--- config.mk ---
export PLATFORM = sky130hd
export DESIGN_NAME = debug_halt_ctrl
export DESIGN_NICKNAME = d
export VERILOG_FILES = /design/src/rtl/debug_pkg.sv /design/src/rtl/dbg_drain_timer.sv /design/src/rtl/debug_halt_ctrl.sv
export SDC_FILE = /design/constraint.sdc
export NUM_CORES = 1
export LEC_CHECK = 0
export ABC_AREA = 1
export CORE_MARGIN = 4
export CORE_UTILIZATION = 40
export DETAILED_ROUTE_END_ITERATION = 7
export GPL_TIMING_DRIVEN = 0
export PLACE_DENSITY_LB_ADDON = 0.15
export SYNTH_ARGS = -nofsm -noshare
export SYNTH_HDL_FRONTEND = slang
export SYNTH_SLANG_ARGS = --single-unit
--- constraint.sdc ---
create_clock -name clk -period 1.6 [get_ports clk]
set_input_delay 0.24 -clock clk [delete_from_list [all_inputs] [get_ports clk]]
set_output_delay 0.24 -clock clk [all_outputs]
set_load 0.01 [all_outputs]
--- src/rtl/debug_pkg.sv ---
// debug_pkg
// Shared types between the CP3 debug coprocessor and the pipeline-side halt
// sequencer (debug_halt_ctrl).
//   halt_cause_t : architectural halt cause encoding reported to the debugger
//   halt_state_t : sequencer state, also exported on the debug state port
//   entry_cause  : cause latched when the core leaves RUN on a halt request
package debug_pkg;

  typedef enum logic [2:0] {
    CAUSE_NONE       = 3'd0,
    CAUSE_BREAKPOINT = 3'd1,
    CAUSE_WATCHPOINT = 3'd2,
    CAUSE_EXTERNAL   = 3'd3,
    CAUSE_STEP       = 3'd4
  } halt_cause_t;

  typedef enum logic [2:0] {
    ST_RUN        = 3'd0,
    ST_DRAIN      = 3'd1,
    ST_HALTED     = 3'd2,
    ST_STEP_ISSUE = 3'd3,
    ST_STEP_WAIT  = 3'd4
  } halt_state_t;

  // Breakpoint outranks watchpoint; a bare request is an external halt.
  function automatic halt_cause_t entry_cause(input logic bp_hit, input logic wp_hit);
    if (bp_hit) begin
      return CAUSE_BREAKPOINT;
    end else if (wp_hit) begin
      return CAUSE_WATCHPOINT;
    end
    return CAUSE_EXTERNAL;
  endfunction

endpackage

--- src/rtl/dbg_drain_timer.sv ---
// dbg_drain_timer
// Bounded cycle timer shared by the DRAIN and STEP_WAIT phases of the halt
// sequencer.
//   clk, rst_n : clock, asynchronous active-low reset
//   clr        : force the count back to zero (wins over en)
//   en         : advance the count by one this cycle
//   expired    : count has reached LIMIT-1 (the last allowed cycle)
module dbg_drain_timer #(
  parameter int unsigned LIMIT = 64
) (
  input  logic clk,
  input  logic rst_n,
  input  logic clr,
  input  logic en,
  output logic expired
);

  localparam int unsigned TW = (LIMIT > 2) ? $clog2(LIMIT) : 1;
  localparam logic [TW-1:0] LAST = TW'(LIMIT - 1);

  logic [TW-1:0] cnt_q;
  logic [TW-1:0] cnt_d;

  assign expired = (cnt_q == LAST);

  // The count parks at LAST; the owner leaves the phase on expiry anyway.
  always_comb begin
    cnt_d = cnt_q;
    if (clr) begin
      cnt_d = '0;
    end else if (en && !expired) begin
      cnt_d = cnt_q + 1'b1;
    end
  end

  always_ff @(posedge clk or negedge rst_n) begin
    if (!rst_n) begin
      cnt_q <= '0;
    end else begin
      cnt_q <= cnt_d;
    end
  end

endmodule

--- src/rtl/debug_halt_ctrl.sv ---
// debug_halt_ctrl
// Pipeline-side halt sequencer. Turns CP3 halt / single-step / breakpoint /
// watchpoint indications into fetch stall, drain and one-instruction step
// controls, captures the resume PC and halt cause, and reports "halted".
//
// Handshake with the debug path: debug_halt_request is a level. The core is
// stopped exactly while halted=1. Dropping the request while halted releases
// the core; resume_ack pulses for one cycle in the first RUN cycle. A
// debug_single_step pulse while halted runs one instruction and the block
// re-halts by itself with cause STEP, whatever the request level is.
//
// Ports:
//   clk, rst_n              clock, asynchronous active-low reset
//   debug_halt_request      level from CP3, 1 = core must halt
//   debug_single_step       pulse from CP3, step one instruction (HALTED only)
//   debug_breakpoint_hit    cause qualifier sampled on the RUN->DRAIN edge
//   debug_watchpoint_hit    cause qualifier sampled on the RUN->DRAIN edge
//   pipe_empty              nothing in flight past fetch
//   retire_valid            one instruction retired this cycle
//   core_next_pc            PC fetch will use next
//   fetch_stall             block new fetches
//   step_issue              one-cycle pulse: fetch exactly one instruction
//   halted                  core drained and stopped
//   resume_ack              one-cycle pulse on leaving HALTED
//   halt_cause              halt_cause_t encoding
//   halt_pc                 resume PC captured on entry to HALTED
//   drain_timeout           the last drain was forced by the timer
//   halt_count              saturating count of entries to HALTED
//   dbg_state               current sequencer state
module debug_halt_ctrl
  import debug_pkg::*;
#(
  parameter int unsigned ADDR_WIDTH    = 64,
  parameter int unsigned DRAIN_TIMEOUT = 64,
  parameter int unsigned CNT_WIDTH     = 16
) (
  input  logic                  clk,
  input  logic                  rst_n,
  input  logic                  debug_halt_request,
  input  logic                  debug_single_step,
  input  logic                  debug_breakpoint_hit,
  input  logic                  debug_watchpoint_hit,
  input  logic                  pipe_empty,
  input  logic                  retire_valid,
  input  logic [ADDR_WIDTH-1:0] core_next_pc,
  output logic                  fetch_stall,
  output logic                  step_issue,
  output logic                  halted,
  output logic                  resume_ack,
  output logic [2:0]            halt_cause,
  output logic [ADDR_WIDTH-1:0] halt_pc,
  output logic                  drain_timeout,
  output logic [CNT_WIDTH-1:0]  halt_count,
  output halt_state_t           dbg_state
);

  halt_state_t           state_q, state_d;
  halt_cause_t           cause_q, cause_d;
  logic [ADDR_WIDTH-1:0] pc_q, pc_d;
  logic                  timeout_q, timeout_d;
  logic [CNT_WIDTH-1:0]  count_q, count_d;
  logic                  fetch_stall_q, fetch_stall_d;
  logic                  step_issue_q, step_issue_d;
  logic                  halted_q, halted_d;
  logic                  resume_ack_q, resume_ack_d;

  logic tmr_clr;
  logic tmr_en;
  logic tmr_expired;

  // The timer restarts from zero on every state entry and only advances in
  // the two phases that wait on the pipeline.
  assign tmr_clr = (state_d != state_q);
  assign tmr_en  = (state_q == ST_DRAIN) || (state_q == ST_STEP_WAIT);

  dbg_drain_timer #(
    .LIMIT (DRAIN_TIMEOUT)
  ) u_drain_timer (
    .clk     (clk),
    .rst_n   (rst_n),
    .clr     (tmr_clr),
    .en      (tmr_en),
    .expired (tmr_expired)
  );

  always_comb begin
    state_d      = state_q;
    cause_d      = cause_q;
    pc_d         = pc_q;
    timeout_d    = timeout_q;
    count_d      = count_q;
    resume_ack_d = 1'b0;

    case (state_q)
      ST_RUN: begin
        if (debug_halt_request) begin
          state_d = ST_DRAIN;
          cause_d = entry_cause(debug_breakpoint_hit, debug_watchpoint_hit);
        end
      end
      ST_DRAIN: begin
        // pipe_empty is checked first so a tie with expiry is a clean drain.
        if (pipe_empty) begin
          state_d = ST_HALTED;
        end else if (tmr_expired) begin
          state_d   = ST_HALTED;
          timeout_d = 1'b1;
        end
      end
      ST_HALTED: begin
        // A step outranks a simultaneous request drop. Each step starts a
        // fresh halt attempt, so the timeout flag restarts with it.
        if (debug_single_step) begin
          state_d   = ST_STEP_ISSUE;
          timeout_d = 1'b0;
        end else if (!debug_halt_request) begin
          state_d      = ST_RUN;
          resume_ack_d = 1'b1;
          cause_d      = CAUSE_NONE;
          timeout_d    = 1'b0;
        end
      end
      ST_STEP_ISSUE: begin
        state_d = ST_STEP_WAIT;
      end
      ST_STEP_WAIT: begin
        if (retire_valid) begin
          state_d = ST_DRAIN;
          cause_d = CAUSE_STEP;
        end else if (tmr_expired) begin
          state_d   = ST_DRAIN;
          cause_d   = CAUSE_STEP;
          timeout_d = 1'b1;
        end
      end
      default: begin
        state_d = ST_RUN;
      end
    endcase

    if ((state_q != ST_HALTED) && (state_d == ST_HALTED)) begin
      pc_d = core_next_pc;
      if (count_q != '1) begin
        count_d = count_q + 1'b1;
      end
    end

    // Outputs are registered copies of what the next state implies.
    fetch_stall_d = (state_d != ST_RUN);
    step_issue_d  = (state_d == ST_STEP_ISSUE);
    halted_d      = (state_d == ST_HALTED);
  end

  always_ff @(posedge clk or negedge rst_n) begin
    if (!rst_n) begin
      state_q       <= ST_RUN;
      cause_q       <= CAUSE_NONE;
      pc_q          <= '0;
      timeout_q     <= 1'b0;
      count_q       <= '0;
      fetch_stall_q <= 1'b0;
      step_issue_q  <= 1'b0;
      halted_q      <= 1'b0;
      resume_ack_q  <= 1'b0;
    end else begin
      state_q       <= state_d;
      cause_q       <= cause_d;
      pc_q          <= pc_d;
      timeout_q     <= timeout_d;
      count_q       <= count_d;
      fetch_stall_q <= fetch_stall_d;
      step_issue_q  <= step_issue_d;
      halted_q      <= halted_d;
      resume_ack_q  <= resume_ack_d;
    end
  end

  assign fetch_stall   = fetch_stall_q;
  assign step_issue    = step_issue_q;
  assign halted        = halted_q;
  assign resume_ack    = resume_ack_q;
  assign halt_cause    = cause_q;
  assign halt_pc       = pc_q;
  assign drain_timeout = timeout_q;
  assign halt_count    = count_q;
  assign dbg_state     = state_q;

endmodule

==> impl_summary.log <==
INFO  metric timing_worst_setup_path_type = register to register
INFO  metric synthTopCellsByCount = dfrtp_1, nand2_1, mux2_2, mux2_4, nor2_1
INFO  metric n_antenna_cell = 0
INFO  metric worst_ir_drop_vdd = 896.3 µV
INFO  metric timing.critical_path.arrival = 1.94 ns
INFO  metric die_area = 0.01252 mm²
INFO  metric asyncSetResetFlopFracSynth = 100.0%
INFO  metric finalWirelength = 11.66 mm
INFO  metric multiInputGateArea = 0.001898 mm²
INFO  metric critPathLaunchType = register
INFO  metric synth_top_flop_cell = dfrtp_1
INFO  metric register_bit_count_reported_by_yosys = 97
INFO  metric placement.cell_area = 0.006167 mm²
INFO  metric min_period_over_period = 106.3%
INFO  metric ctsRootBufferMaster = clkbuf_8
INFO  metric pwr_dens = 1744 mW/mm²
INFO  metric maximum_clock_skew_at_final_layout = 0.01497 ns
INFO  metric number_of_fill_cells = 798
INFO  metric synthesis.yosys.warnings = 0
INFO  metric leakagePower = 3.213 nW
INFO  metric initial_utilization = 41.45%
INFO  metric cts.clk_slew.worst_paths = 0.10 ns
INFO  metric worst_slew_pin_slew = 0.6156 ns
INFO  metric syn-num-nets = 437
INFO  metric core_area = 0.01042 mm²
INFO  metric synth_top_area_share = 56.22%
INFO  metric worst_skew_pair.late_latency = 0.35 ns
INFO  metric number_of_synthesized_flops_with_an_enable_pin = 0
INFO  metric final_design_area_no_fill = 0.007003 mm²
INFO  metric hold_viol = 0
INFO  metric cts_made_buffers = 9
INFO  metric die_w = 111.9 µm
INFO  metric dpl.cell_count = 662
INFO  metric detail_route.iter0.violations = 122
INFO  metric rows = 37
INFO  metric grt_start_max_net_pins = 51
INFO  metric setup.worst_path.end_class = register
INFO  metric finalSetupTns = -4.478 ns
INFO  metric cts_max_path_buffers = 2
INFO  metric cts_tree = done
INFO  metric num_vias = 3,485
INFO  metric drtPass1Iterations = 4
INFO  metric grt_pass1_wl = 18.53 mm
INFO  metric ratio_of_cells_with_drive_above_1_in_the_final_layout = 31.34%
INFO  metric cts_sinks = 97
INFO  metric synthesized_cell_area = 0.004318 mm²
INFO  metric yosysMostFrequentCell = dfrtp_1
INFO  metric worst-path-max-fanout = 10
INFO  metric status = finished with violations
INFO  metric h-tree-depth = 3
INFO  metric synthTopCellsByArea = dfrtp_1, mux2_4, mux2_2
INFO  metric gp_congestion = 0.8468
INFO  metric synthDominantAreaCellType = dfrtp_1
INFO  metric worst_slack = -0.1001 ns
INFO  metric antenna_left = 0
INFO  metric max_slew_margin = 58.96%
INFO  metric grt_pass1_vias = 3,605
INFO  metric cap_violations = 0
INFO  metric synth_cells = 363
INFO  metric rsz0062_at_grt = true
INFO  metric finalNonFillerCells = 720
INFO  metric layout.nets = 653
INFO  metric track_usage = 18.30%
INFO  metric wl_per_cell = 16.19 µm
INFO  metric min_path_type = input pin to async pin
INFO  metric avgSynthCellArea = 11.90 µm²
INFO  metric cp_data_required_time = 1.84 ns
INFO  metric pin_count = 163
INFO  metric period_minus_slack = 1.700 ns
INFO  metric violations_in_the_final_reports = negative setup slack
INFO  metric ys_seq_area_share = 56.22%
INFO  metric final-max-slew-violation-count = 0
INFO  metric setup_viol_count_final = 73
INFO  metric grt_antenna_before_repair = 0
INFO  metric synth_cell_types = 30
INFO  metric detail_route.drc_violations = 0
INFO  metric area.growth.synth_to_final = 62.18%
INFO  metric chipHeight = 111.9 µm
INFO  metric via_per_inst = 4.840
INFO  metric placement.io_buffers = 162
INFO  metric fmax = 588.2 MHz
INFO  metric seq_area = 0.002436 mm²
INFO  metric hpwlAfterDp = 7.947 mm
INFO  metric global_route.overflow_total = 0
logic make-up after synthesis:
group                      after synthesis  share of synthesized area [%]
DFF                                     97                          56.22
xor gates and xnor gates                13                          2.637
and+or+nand+nor                        134                          14.08
adders and majority gates                2                         0.5794
muxes                                   64                          19.21
buffers and inverters                   35                          4.637
AOI/OAI and AO/OA                       18                          2.637
worst max-delay path, stage by stage, from the launching register on:
cell     delay (ns)
dfrtp_1        0.37
ha_2           0.22
nand3_4        0.08
nor2_4         0.12
nand2_2        0.08
nand2_4        0.12
buf_12         0.14
buf_12         0.15
mux2_4         0.31
worst paths after layout:
check                                                  to  cells past startpoint                               start  slack [ns]
worst min register to register  halt_cause[1]$_DFFE_PN0P_                      2           halt_cause[1]$_DFFE_PN0P_        0.50
min in group clk                     step_issue$_DFF_PN0_                      3                   debug_single_step        0.48
worst max register to register    halt_pc[53]$_DFFE_PN0P_                      8  u_drain_timer.cnt_q[0]$_DFFE_PN0P_       -0.10
worst min-delay path              halt_pc[51]$_DFFE_PN0P_                      2                               rst_n        0.43
max in group asynchronous       halt_count[2]$_DFFE_PN0P_                      3                               rst_n        0.48
worst max-delay path              halt_pc[53]$_DFFE_PN0P_                      8  u_drain_timer.cnt_q[0]$_DFFE_PN0P_       -0.10
stage by stage:
| stage | hold slack, ns | utilization, % | power, mW | setup slack (ns) |
|---|---|---|---|---|
| floorplan | -0.05559 | - | 6.996 | -0.06891 |
| global placement | 0.4666 | 58.97 | 9.694 | -3.686 |
| detailed placement | 0.2980 | 59.21 | 9.843 | -0.2454 |
| CTS | 0.4391 | 64.54 | 11.96 | -0.09290 |
| global route | 0.4724 | 67.23 | 12.98 | -0.1769 |
| finish | 0.4305 | 67.23 | 12.21 | -0.1001 |
power breakdown:
part / switching, mW / internal [mW] / leakage [nW]
sequential: 0.591 / 3.50 / 1.17
clock: 0.882 / 0.737 / 0.0941
combinational: 2.61 / 3.90 / 1.95
total: 4.08 / 8.13 / 3.21
registers in the layout (all words and copies together) (netlist names):
name	cells
step_issue	1
dbg_state	3
halt_pc	64
halted	1
halt_count	16
halt_cause	3
resume_ack	1
drain_timeout	1
fetch_stall	1
u_drain_timer.cnt_q	6
layout make-up:
cell class                 count  share of cell area [%]
sequential                    97                   34.79
timing repair buffer         205                   29.59
multi-input combinational    231                   27.10
tap                          136                   2.430
clock buffer                  11                   1.876
buffer                         8                   1.679
inverter                      27                   1.626
clock inverter                 5                  0.9112
cell usage in the layout (no fill, tap or decap), types with 12 or more instances in the layout:
cell type,instances
inv_1,24
nand3_1,12
clkdlybuf4s50_1,147
dfrtp_1,90
nor2_1,22
mux2_2,35
buf_4,37
nand2_1,51
mux2_4,29
metal layers:
| metal | track usage (%) | up-vias | routed length (µm) |
|---|---|---|---|
| li1 | - | 1629 | - |
| met1 | 23.53 | 1718 | 4909 |
| met2 | 30.90 | 121 | 5801 |
| met3 | 3.967 | 17 | 752 |
| met4 | 5.758 | 0 | 194 |
| met5 | 0 | - | 0 |
what timing repair did:
action	4_1_cts	5_1_grt
hold endpoints to repair	47	0
pin swaps	8	15
setup endpoints to repair	99	102
hold buffers	1	0
cloned	2	1
resized for setup	32	47
buffers inserted	27	11
No activity file was read; power rests on OpenSTA's default activity.
